**src/rtl/register_scoreboard_pkg.sv**
```systemverilog
`default_nettype none
// ============================================================================
// Module      : register_scoreboard_pkg
// Description : Shared defaults for the decode-stage register scoreboard and
//               the producer-latency constants decode uses to drive
//               dec_latency (ALU=0, load=2, mul=4).
// Revision    : 1.0 - initial release
// ============================================================================
package register_scoreboard_pkg;

    localparam int c_num_regs    = 32;
    localparam int c_reg_idx_w   = 5;
    localparam int c_max_latency = 7;
    localparam int c_lat_w       = 3;

    // Producer classes seen by decode.
    typedef enum logic [1:0] {
        OP_ALU  = 2'd0,
        OP_LOAD = 2'd1,
        OP_MUL  = 2'd2
    } op_class_e;

    localparam logic [c_lat_w-1:0] c_lat_alu  = 3'd0;
    localparam logic [c_lat_w-1:0] c_lat_load = 3'd2;
    localparam logic [c_lat_w-1:0] c_lat_mul  = 3'd4;

    // Latency decode should present for a given producer class.
    function automatic logic [c_lat_w-1:0] op_latency(input op_class_e op);
        logic [c_lat_w-1:0] lat;
        lat = c_lat_alu;
        case (op)
            OP_LOAD: lat = c_lat_load;
            OP_MUL:  lat = c_lat_mul;
            default: lat = c_lat_alu;
        endcase
        return lat;
    endfunction

endpackage
`default_nettype wire

```
**src/rtl/register_scoreboard_entry.sv**
```systemverilog
`default_nettype none
// ============================================================================
// Module      : scoreboard_entry
// Description : Pending bit and forwarding down-counter for one register.
//               Priority: flush > set (issue) > clear (writeback) > decrement.
// Ports       : clk, rst_n (async active-low)
//               i_set / i_lat  : record an issued producer with latency i_lat
//               i_clr          : writeback commit (ignored when not pending)
//               i_flush        : drop the in-flight producer
//               i_dec          : count enable for the remaining-latency counter
//               o_pending      : registered pending bit
//               o_remaining    : registered cycles until forwardable
// Revision    : 1.0 - initial release
// ============================================================================
module scoreboard_entry
    import register_scoreboard_pkg::*;
#(
    parameter int LAT_W = c_lat_w
) (
    input  logic             clk,
    input  logic             rst_n,
    input  logic             i_set,
    input  logic             i_clr,
    input  logic             i_flush,
    input  logic             i_dec,
    input  logic [LAT_W-1:0] i_lat,
    output logic             o_pending,
    output logic [LAT_W-1:0] o_remaining
);

    logic             r_pending;
    logic [LAT_W-1:0] r_remaining;

    always_ff @(posedge clk or negedge rst_n) begin
        if (!rst_n) begin
            r_pending   <= 1'b0;
            r_remaining <= '0;
        end else if (i_flush) begin
            r_pending   <= 1'b0;
            r_remaining <= '0;
        end else if (i_set) begin
            // Issue beats a same-cycle writeback: the new producer owns the entry.
            r_pending   <= 1'b1;
            r_remaining <= i_lat;
        end else if (i_clr && r_pending) begin
            r_pending   <= 1'b0;
            r_remaining <= '0;
        end else if (i_dec && r_pending && (r_remaining != '0)) begin
            r_remaining <= r_remaining - 1'b1;
        end
    end

    assign o_pending   = r_pending;
    assign o_remaining = r_remaining;

endmodule
`default_nettype wire

```
**src/rtl/register_scoreboard.sv**
```systemverilog
`default_nettype none
// ============================================================================
// Module      : register_scoreboard
// Description : Decode-stage register scoreboard. Tracks a pending bit and a
//               remaining-latency counter per architectural register and
//               raises a combinational stall for RAW hazards and for WAW
//               hazards where an older producer would complete after a
//               younger one. Register 0 is hardwired zero, never pending.
// Config      : SCOREBOARD_FORWARDING_EN - when defined a pending source is
//               ready once its counter reaches zero; otherwise a source is
//               ready only after writeback.
// Ports       : clk, rst_n (async active-low)
//               dec_*          : operands/destination of the op in decode
//               wb_valid/wb_idx: committed register-file write
//               flush          : discard every in-flight producer
//               stall          : hold decode (combinational)
//               busy_mask      : registered pending bit per register
//               pending_count  : popcount of busy_mask
// Revision    : 1.0 - initial release
// ============================================================================
module register_scoreboard
    import register_scoreboard_pkg::*;
#(
    parameter int NUM_REGS             = c_num_regs,
    parameter int REGISTER_INDEX_WIDTH = c_reg_idx_w,
    parameter int MAX_LATENCY          = c_max_latency,
    parameter int LAT_W                = c_lat_w
) (
    input  logic                            clk,
    input  logic                            rst_n,
    input  logic                            dec_valid,
    input  logic [REGISTER_INDEX_WIDTH-1:0] dec_src1_idx,
    input  logic                            dec_src1_used,
    input  logic [REGISTER_INDEX_WIDTH-1:0] dec_src2_idx,
    input  logic                            dec_src2_used,
    input  logic [REGISTER_INDEX_WIDTH-1:0] dec_dst_idx,
    input  logic                            dec_dst_we,
    input  logic [LAT_W-1:0]                dec_latency,
    input  logic                            wb_valid,
    input  logic [REGISTER_INDEX_WIDTH-1:0] wb_idx,
    input  logic                            flush,
    output logic                            stall,
    output logic [NUM_REGS-1:0]             busy_mask,
    output logic [REGISTER_INDEX_WIDTH:0]   pending_count
);

    localparam logic [LAT_W-1:0] c_max_lat = LAT_W'(MAX_LATENCY);

    logic [NUM_REGS-1:0]         w_pending;
    logic [LAT_W-1:0]            w_remaining [NUM_REGS];
    logic                        w_issue;
    logic                        w_raw;
    logic                        w_waw;
    logic                        w_src1_ready;
    logic                        w_src2_ready;
    logic                        w_dst_nonzero;
    logic [LAT_W-1:0]            w_rem_dst;
    logic [REGISTER_INDEX_WIDTH:0] w_count;

    // ------------------------------------------------------------------
    // Per-register state. Entry 0 is the zero register and is tied off.
    // ------------------------------------------------------------------
    assign w_pending[0]   = 1'b0;
    assign w_remaining[0] = '0;

    generate
        for (genvar gi = 1; gi < NUM_REGS; gi++) begin : g_entry
            logic w_set;
            logic w_clr;

            assign w_set = w_issue  && (dec_dst_idx == REGISTER_INDEX_WIDTH'(gi));
            assign w_clr = wb_valid && (wb_idx      == REGISTER_INDEX_WIDTH'(gi));

            scoreboard_entry #(
                .LAT_W       (LAT_W)
            ) u_entry (
                .clk         (clk),
                .rst_n       (rst_n),
                .i_set       (w_set),
                .i_clr       (w_clr),
                .i_flush     (flush),
                .i_dec       (1'b1),
                .i_lat       (dec_latency),
                .o_pending   (w_pending[gi]),
                .o_remaining (w_remaining[gi])
            );
        end
    endgenerate

    // ------------------------------------------------------------------
    // Source readiness
    // ------------------------------------------------------------------
`ifdef SCOREBOARD_FORWARDING_EN
    logic [LAT_W-1:0] w_rem_src1;
    logic [LAT_W-1:0] w_rem_src2;

    assign w_rem_src1   = w_remaining[dec_src1_idx];
    assign w_rem_src2   = w_remaining[dec_src2_idx];
    assign w_src1_ready = (dec_src1_idx == '0) || !w_pending[dec_src1_idx] || (w_rem_src1 == '0);
    assign w_src2_ready = (dec_src2_idx == '0) || !w_pending[dec_src2_idx] || (w_rem_src2 == '0);
`else
    assign w_src1_ready = (dec_src1_idx == '0) || !w_pending[dec_src1_idx];
    assign w_src2_ready = (dec_src2_idx == '0) || !w_pending[dec_src2_idx];
`endif

    // ------------------------------------------------------------------
    // Hazard detection and issue
    // ------------------------------------------------------------------
    assign w_raw = (dec_src1_used && !w_src1_ready) || (dec_src2_used && !w_src2_ready);

    // An older producer that still has more cycles to run than the new one
    // would land its result after the younger write; hold the younger op.
    assign w_dst_nonzero = (dec_dst_idx != '0);
    assign w_rem_dst     = w_remaining[dec_dst_idx];
    assign w_waw         = dec_dst_we && w_dst_nonzero && w_pending[dec_dst_idx]
                           && (w_rem_dst > dec_latency);

    assign stall   = dec_valid && !flush && (w_raw || w_waw);
    assign w_issue = dec_valid && !stall && !flush && dec_dst_we && w_dst_nonzero;

    // ------------------------------------------------------------------
    // Status outputs
    // ------------------------------------------------------------------
    always_comb begin
        w_count = '0;
        for (int i = 0; i < NUM_REGS; i++) begin
            w_count = w_count + (REGISTER_INDEX_WIDTH+1)'(w_pending[i]);
        end
    end

    assign busy_mask     = w_pending;
    assign pending_count = w_count;

    // Latencies beyond the configured maximum have no defined behaviour.
    a_latency_range : assert property (@(posedge clk) disable iff (!rst_n)
        !(dec_valid && dec_dst_we && (dec_latency > c_max_lat)));

endmodule
`default_nettype wire

```
**config.mk**
```make
export PLATFORM = sky130hd
export DESIGN_NAME = register_scoreboard
export DESIGN_NICKNAME = d
export VERILOG_FILES = /design/src/rtl/register_scoreboard_pkg.sv /design/src/rtl/register_scoreboard_entry.sv /design/src/rtl/register_scoreboard.sv
export SDC_FILE = /design/constraint.sdc
export NUM_CORES = 1
export LEC_CHECK = 0
export ABC_AREA = 1
export CAP_MARGIN = 20
export CORE_AREA = 4 4 251 155
export DETAILED_ROUTE_END_ITERATION = 16
export DIE_AREA = 0 0 255 159
export HOLD_SLACK_MARGIN = 0.08
export SYNTH_ARGS = -nofsm -noshare
export SYNTH_HDL_FRONTEND = slang
export SYNTH_SLANG_ARGS = --single-unit
export TNS_END_PERCENT = 30
```
**constraint.sdc**
```tcl
create_clock -name clk -period 7.3 [get_ports clk]
set_input_delay 0.73 -clock clk [delete_from_list [all_inputs] [get_ports clk]]
set_output_delay 0.73 -clock clk [all_outputs]
set_load 0.005 [all_outputs]
```
==> flow_metrics.py, run 1 <==
metrics = {
    "run_status": {
        "status": "complete, no violations",
    },
    "drt": {
        "routed_wl_mm": 47.32,
        "vias": 12632,
        "drtIter0Drc": 1496,
        "dr.pass1.iters": 8,
        "drtAntennaViolNets": 0,
        "wl_per_cell_um": 21.25,
        "drc": 0,
        "via_per_inst": 5.672,
    },
    "timing": {
        "clock.fmax_mhz": 154.9,
        "setup_ws_ps": 844.4,
        "fin_crit_sh": 0.8843,
        "finalHoldViolCount": 0,
        "slew_violations": 0,
        "period_needed_ps": 6456,
        "tns_ps": 0,
        "rsz0062_at_grt": "no",
        "setup_viol": 0,
        "finClkSkew_ps": 13.64,
        "worst_pin_slew_ps": 982.0,
        "slew_headroom": 0.3438,
    },
    "global_routing": {
        "grt_pass1_wl_mm": 72.11,
        "grt_pass1_vias": 11341,
        "grt_overflow": 0,
        "groute.usage.overall": 0.2325,
        "grt_max_degree": 114,
        "antenna_found_initial": 0,
    },
    "clock_network": {
        "clockRootBuffer": "clkbuf_16",
        "insertion_delay_ps": 460,
        "ctsLongestPathBuffers": 2,
        "cts-resized-gates": 0,
        "numCtsBuffers": 17,
        "cts_sinks": 124,
        "post-cts-setup-buffers": 0,
        "cts_tree": "yes",
        "path_clk_slew_ps": 60,
        "h-tree-depth": 4,
        "postCtsHoldBufs": 0,
    },
    "pwr": {
        "p_total_w": 0.002491,
        "internal_power_w": 0.001549,
        "power.share.sequential": 0.352,
        "p_leak_nw": 6.369,
        "power.switching_w": 0.0009427,
        "cellPowerDensity_nw_per_um2": 182.5,
        "irDropWorstVdd_mv": 0.1564,
        "pwr-share-comb": 0.309,
        "switching_share": 0.3784,
        "power_frac_clock": 0.339,
    },
    "finish": {
        "syn2layout_area_growth_pct": 10.68,
        "nets": 1864,
        "antennaDiodeCount": 0,
        "post_route_cells_drive_above_1_share": 0.07424,
        "postLayoutCoreUtil": 0.3770,
    },
    "synth": {
        "synth-edff-count": 0,
        "ys_warn_count": 0,
        "synthDistinctLibCells": 46,
        "synth_area_um2": 12330,
        "synth_ff_type": "dfrtp_1",
        "netlist_instances": 1741,
        "syn-num-nets": 1867,
        "syn-mean-instance-area_um2": 7.085,
        "ys_ff_latch": 124,
        "synth-seq-area-share": 0.2516,
        "async_flop_share": 1.000,
    },
    "die": {
        "die_area_um2": 40550,
        "io_pins": 70,
        "fp.coreArea_um2": 36210,
        "initial_core_util": 0.3406,
        "die_y_um": 159,
        "num_rows": 54,
        "chipWidth_um": 255,
    },
    "critical_path": {
        "critPathRequiredTime_ps": 6570,
        "timing.reg2reg.setup_slack_ps": 3100,
        "cp-end-kind": "primary output",
        "criticalPathCategory": "flop to primary output",
        "worstPathArrival_ps": 5730,
        "r2r_cells": 18,
        "crit_fanout": 6,
        "reg2reg_to": "g_entry[4].u_entry.o_remaining[0]$_DFFE_PN0P_",
        "reg2reg_from": "g_entry[13].u_entry.o_remaining[0]$_DFFE_PN0P_",
        "critPathLaunchType": "flop",
    },
    "min_path": {
        "hold_class": "input pin to asynchronous set/reset pin",
    },
    "placed_design": {
        "place_hpwl_mm": 34.86,
        "dp_slack_ps": 1147,
        "place_congestion": 0.9814,
        "io_buffer_count": 68,
    },
    "job": {
        "max-cap-violations": 0,
    },
}
## synthesized netlist by cell type (13+ instances only)
cell type	instances	area (um2)
fa_1	23	460.4
nand3_2	15	150.1
xor2_1	13	113.9
ha_1	72	900.9
nand2_1	368	1381
dfrtp_1	124	3103
buf_4	36	270.3
xnor2_1	21	183.9
a21oi_1	37	185.2
o22ai_1	31	193.9
o31ai_1	27	202.7
nor3_1	49	245.2
or2_2	21	131.4
clkbuf_1	41	153.9
nand3_4	29	508.0
nand4_1	157	982.2
o21ai_0	63	315.3
nor2_1	117	439.2
inv_1	238	893.4
nand3_1	183	915.9
## worst max-delay path by stage
stage / start / to / slack (ps) / cells after the start
5_1_grt: g_entry[6].u_entry.o_pending$_DFFE_PN0P_ / pending_count[4] / 590 / 16
4_1_cts: g_entry[6].u_entry.o_pending$_DFFE_PN0P_ / pending_count[4] / 860 / 16
3_3_place_gp: dec_dst_idx[0] / stall / 1200 / 17
2_1_floorplan: g_entry[12].u_entry.o_pending$_DFFE_PN0P_ / pending_count[4] / 2120 / 15
3_5_place_dp: dec_dst_idx[0] / stall / 1150 / 17
6_report: g_entry[6].u_entry.o_pending$_DFFE_PN0P_ / pending_count[4] / 840 / 16
## sequential cells by signal, indices dropped and copies added (netlist names)
register / cells
g_entry.u_entry.o_remaining: 93
g_entry.u_entry.o_pending: 31
## per-stage QoR
step                instances  instance area (um2)  hold slack (ps)
floorplan                1741                12330            434.4
global placement         2195                13080            464.9
detailed placement       2195                13080            465.5
CTS                      2227                13650            264.1
global route             2227                13650            283.0
finish                   2227                13650            239.6
## worst max-delay path: stages (launching register included)
cell             delay [ps]
dfrtp_1                 370
inv_1                   170
fa_1                    590
inv_1                    60
fa_1                    560
fa_1                    600
fa_1                    440
fa_1                    510
inv_1                    50
fa_1                    440
fa_1                    370
inv_1                    90
fa_1                    200
nand3_1                  70
nand3_1                  90
xor2_1                  140
clkdlybuf4s50_1         510
## cell type report
class / instances / area [um2]
fill: 3833 / 22560
multi-input combinational: 1269 / 7669
sequential: 124 / 3103
inverter: 244 / 915.9
timing repair buffer: 82 / 794.5
tap: 476 / 595.6
clock buffer: 20 / 456.7
clock inverter: 12 / 117.6
## kinds of logic (layout without fill, tap and decap cells)
group,after synthesis,in the layout,share of synthesized area
AOI/OAI and AO/OA,184,184,0.08917
other,1,1,0.0003040
DFF,124,124,0.2516
and+or+nand+nor,955,955,0.3967
xor gates and xnor gates,34,34,0.02414
adders and majority gates,95,95,0.1104
buffers and inverters,348,358,0.1277
## metal layers
| metal | vias to the layer above | track usage | part of all wire |
|---|---|---|---|
| li1 | 5860 | - | - |
| met1 | 5975 | 0.3516 | 0.46 |
| met2 | 720 | 0.2982 | 0.38 |
| met3 | 75 | 0.1002 | 0.14 |
| met4 | 2 | 0.05352 | 0.020 |
| met5 | - | 0.01429 | 0.0017 |
## cell usage in the layout (no fill, tap or decap), types with 31 or more instances in the layout
master | synthesis | routed
nor2_1 | 117 | 116
ha_1 | 72 | 72
dfrtp_1 | 124 | 124
inv_1 | 238 | 238
nand2_1 | 368 | 368
o21ai_0 | 63 | 63
clkdlybuf4s50_1 | 0 | 66
nor3_1 | 49 | 49
nand4_1 | 157 | 157
a21oi_1 | 37 | 37
nand3_1 | 183 | 183
o22ai_1 | 31 | 31
## power by group through the flow
stage | clock network (W) | logic, W | registers, W
floorplan | 0 | 0.000572 | 0.000844
global placement | 0 | 0.000744 | 0.000888
finish | 0.000844 | 0.000769 | 0.000878
CTS | 0.000858 | 0.000757 | 0.000873
detailed placement | 0 | 0.000751 | 0.000883
global route | 0.000893 | 0.000862 | 0.000886
Note: power is estimated with default switching activity, not from simulation.
==> run 2, diff against run 1 <==
--- a/config.mk
+++ b/config.mk
@@ -7,9 +7,9 @@
 export LEC_CHECK = 0
 export ABC_AREA = 1
 export CAP_MARGIN = 20
-export CORE_AREA = 4 4 251 155
+export CORE_AREA = 5 5 252 156
 export DETAILED_ROUTE_END_ITERATION = 16
-export DIE_AREA = 0 0 255 159
+export DIE_AREA = 0 0 257 161
 export HOLD_SLACK_MARGIN = 0.08
 export SYNTH_ARGS = -nofsm -noshare
 export SYNTH_HDL_FRONTEND = slang
==> run 2 against run 1 <==
Compared with the run above: total power grew 3.9%; global-route usage shrank 0.54 points; first-iteration DRC count grew 26%; clock skew shrank 0.81 ps; flip-flop and latch count is the same; clock power grew 11%; final cell count grew 0.27%; via count grew 0.80%; register-to-register slack gained 130 ps; critical path type unchanged.
==> flow_metrics.py, run 2 (synthesis results as in run 1) <==
metrics = {
    "drt": {
        "drtAntennaViolNets": 0,
        "routed_wl_mm": 47.78,
        "vias": 12733,
        "wl_per_cell_um": 21.40,
        "dr.pass1.iters": 8,
        "via_per_inst": 5.702,
        "drtIter0Drc": 1892,
        "drc": 0,
    },
    "critical_path": {
        "criticalPathCategory": "flop to primary output",
        "cp-end-kind": "primary output",
        "crit_fanout": 5,
        "worstPathArrival_ps": 5700,
        "critPathLaunchType": "flop",
        "critPathRequiredTime_ps": 6570,
    },
    "clock_network": {
        "post-cts-setup-buffers": 0,
        "ctsLongestPathBuffers": 2,
        "numCtsBuffers": 17,
        "clockRootBuffer": "clkbuf_16",
        "cts_sinks": 124,
        "path_clk_slew_ps": 60,
        "insertion_delay_ps": 460,
        "h-tree-depth": 4,
        "postCtsHoldBufs": 0,
        "cts-resized-gates": 0,
        "cts_tree": "yes",
    },
    "pwr": {
        "irDropWorstVdd_mv": 0.1639,
        "cellPowerDensity_nw_per_um2": 188.6,
        "p_total_w": 0.002588,
        "p_leak_nw": 6.404,
    },
    "timing": {
        "slew_violations": 0,
        "finClkSkew_ps": 12.83,
        "period_needed_ps": 6426,
        "slew_headroom": 0.2092,
        "tns_ps": 0,
        "fin_crit_sh": 0.8802,
        "setup_viol": 0,
        "finalHoldViolCount": 0,
        "clock.fmax_mhz": 155.6,
        "rsz0062_at_grt": "no",
        "worst_pin_slew_ps": 1185,
    },
    "die": {
        "initial_core_util": 0.3344,
        "fp.coreArea_um2": 36890,
        "die_area_um2": 41380,
        "chipWidth_um": 257,
        "io_pins": 70,
        "die_y_um": 161,
        "num_rows": 55,
    },
    "finish": {
        "largest_register_ffs": 93,
        "postLayoutCoreUtil": 0.3721,
        "register_area_um2": 3103,
        "final_common_cell": "nand2_1",
        "final_cell_mix": "368 x nand2_1, 238 x inv_1, 183 x nand3_1",
        "fin_cells": 2233,
        "antennaDiodeCount": 0,
        "syn2layout_area_growth_pct": 11.27,
        "post_route_cells_drive_above_1_share": 0.07261,
        "nets": 1863,
        "multi_input_area_um2": 7675,
        "fill_cells": 3890,
    },
    "placed_design": {
        "place_hpwl_mm": 35.11,
        "place_congestion": 1.046,
        "dp.cells": 2202,
        "io_buffer_count": 68,
    },
    "min_path": {
        "hold_class": "input pin to asynchronous set/reset pin",
    },
    "global_routing": {
        "antenna_found_initial": 1,
        "grt_max_degree": 114,
        "groute.usage.overall": 0.2271,
        "grt_pass1_wl_mm": 73.15,
        "grt_pass1_vias": 11557,
        "grt_overflow": 0,
    },
    "job": {
        "max-cap-violations": 0,
    },
    "run_status": {
        "status": "complete, no violations",
    },
}
run 2: layout make-up:
cell class                 count  area share
sequential                   124      0.2261
tap                          484     0.04412
multi-input combinational   1269      0.5592
inverter                     244     0.06673
clock buffer                  21     0.03355
clock inverter                10     0.01203
timing repair buffer          81     0.05826
run 2: per-layer routing:
metal,GRT usage,up-vias,share of wire
met4,0.05022,2,0.018
met5,0,-,0.00023
li1,-,5848,-
met3,0.08297,74,0.14
met1,0.3492,6060,0.46
met2,0.2972,749,0.38
run 2: worst paths after layout:
check / startpoint / to / slack (ps) / cells after the start
worst max-delay path: g_entry[8].u_entry.o_pending$_DFFE_PN0P_ / pending_count[4] / 870 / 16
worst min-delay path: rst_n / g_entry[5].u_entry.o_remaining[1]$_DFFE_PN0P_ / 300 / 1
worst max register to register: g_entry[25].u_entry.o_remaining[2]$_DFFE_PN0P_ / g_entry[4].u_entry.o_remaining[2]$_DFFE_PN0P_ / 3230 / 20
worst min register to register: g_entry[13].u_entry.o_remaining[0]$_DFFE_PN0P_ / g_entry[13].u_entry.o_remaining[0]$_DFFE_PN0P_ / 480 / 2
max in group asynchronous: rst_n / g_entry[2].u_entry.o_remaining[2]$_DFFE_PN0P_ / 5710 / 2
min in group clk: g_entry[13].u_entry.o_remaining[0]$_DFFE_PN0P_ / g_entry[13].u_entry.o_remaining[0]$_DFFE_PN0P_ / 480 / 2
run 2: power breakdown:
group	internal [W]	switching [W]	total, W	leakage, nW
Sequential	0.000775	0.000102	0.000877	1.62
Combinational	0.000287	0.000485	0.000772	4.49
Clock	0.000587	0.000352	0.000939	0.295
run 2: worst max-delay path, stage by stage (launching register included):
cell and delay (ps):
dfrtp_1 430, inv_1 160, fa_1 530, inv_1 60
fa_1 510, fa_1 580, fa_1 440, fa_1 520
inv_1 60, fa_1 440, fa_1 380, inv_1 100
fa_1 210, nand3_1 90, nand3_1 90, xor2_1 150
clkdlybuf4s50_1 510
run 2: through the flow:
| step | area, um2 | setup WS [ps] | hold WS, ps |
|---|---|---|---|
| after floorplan | 12330 | 2119 | 434.4 |
| after global placement | 13100 | 1407 | 461.6 |
| after detailed placement | 13100 | 1350 | 466.1 |
| after CTS | 13720 | 880.9 | 333.9 |
| after global routing | 13720 | 627.1 | 352.9 |
| final | 13720 | 874.3 | 299.7 |
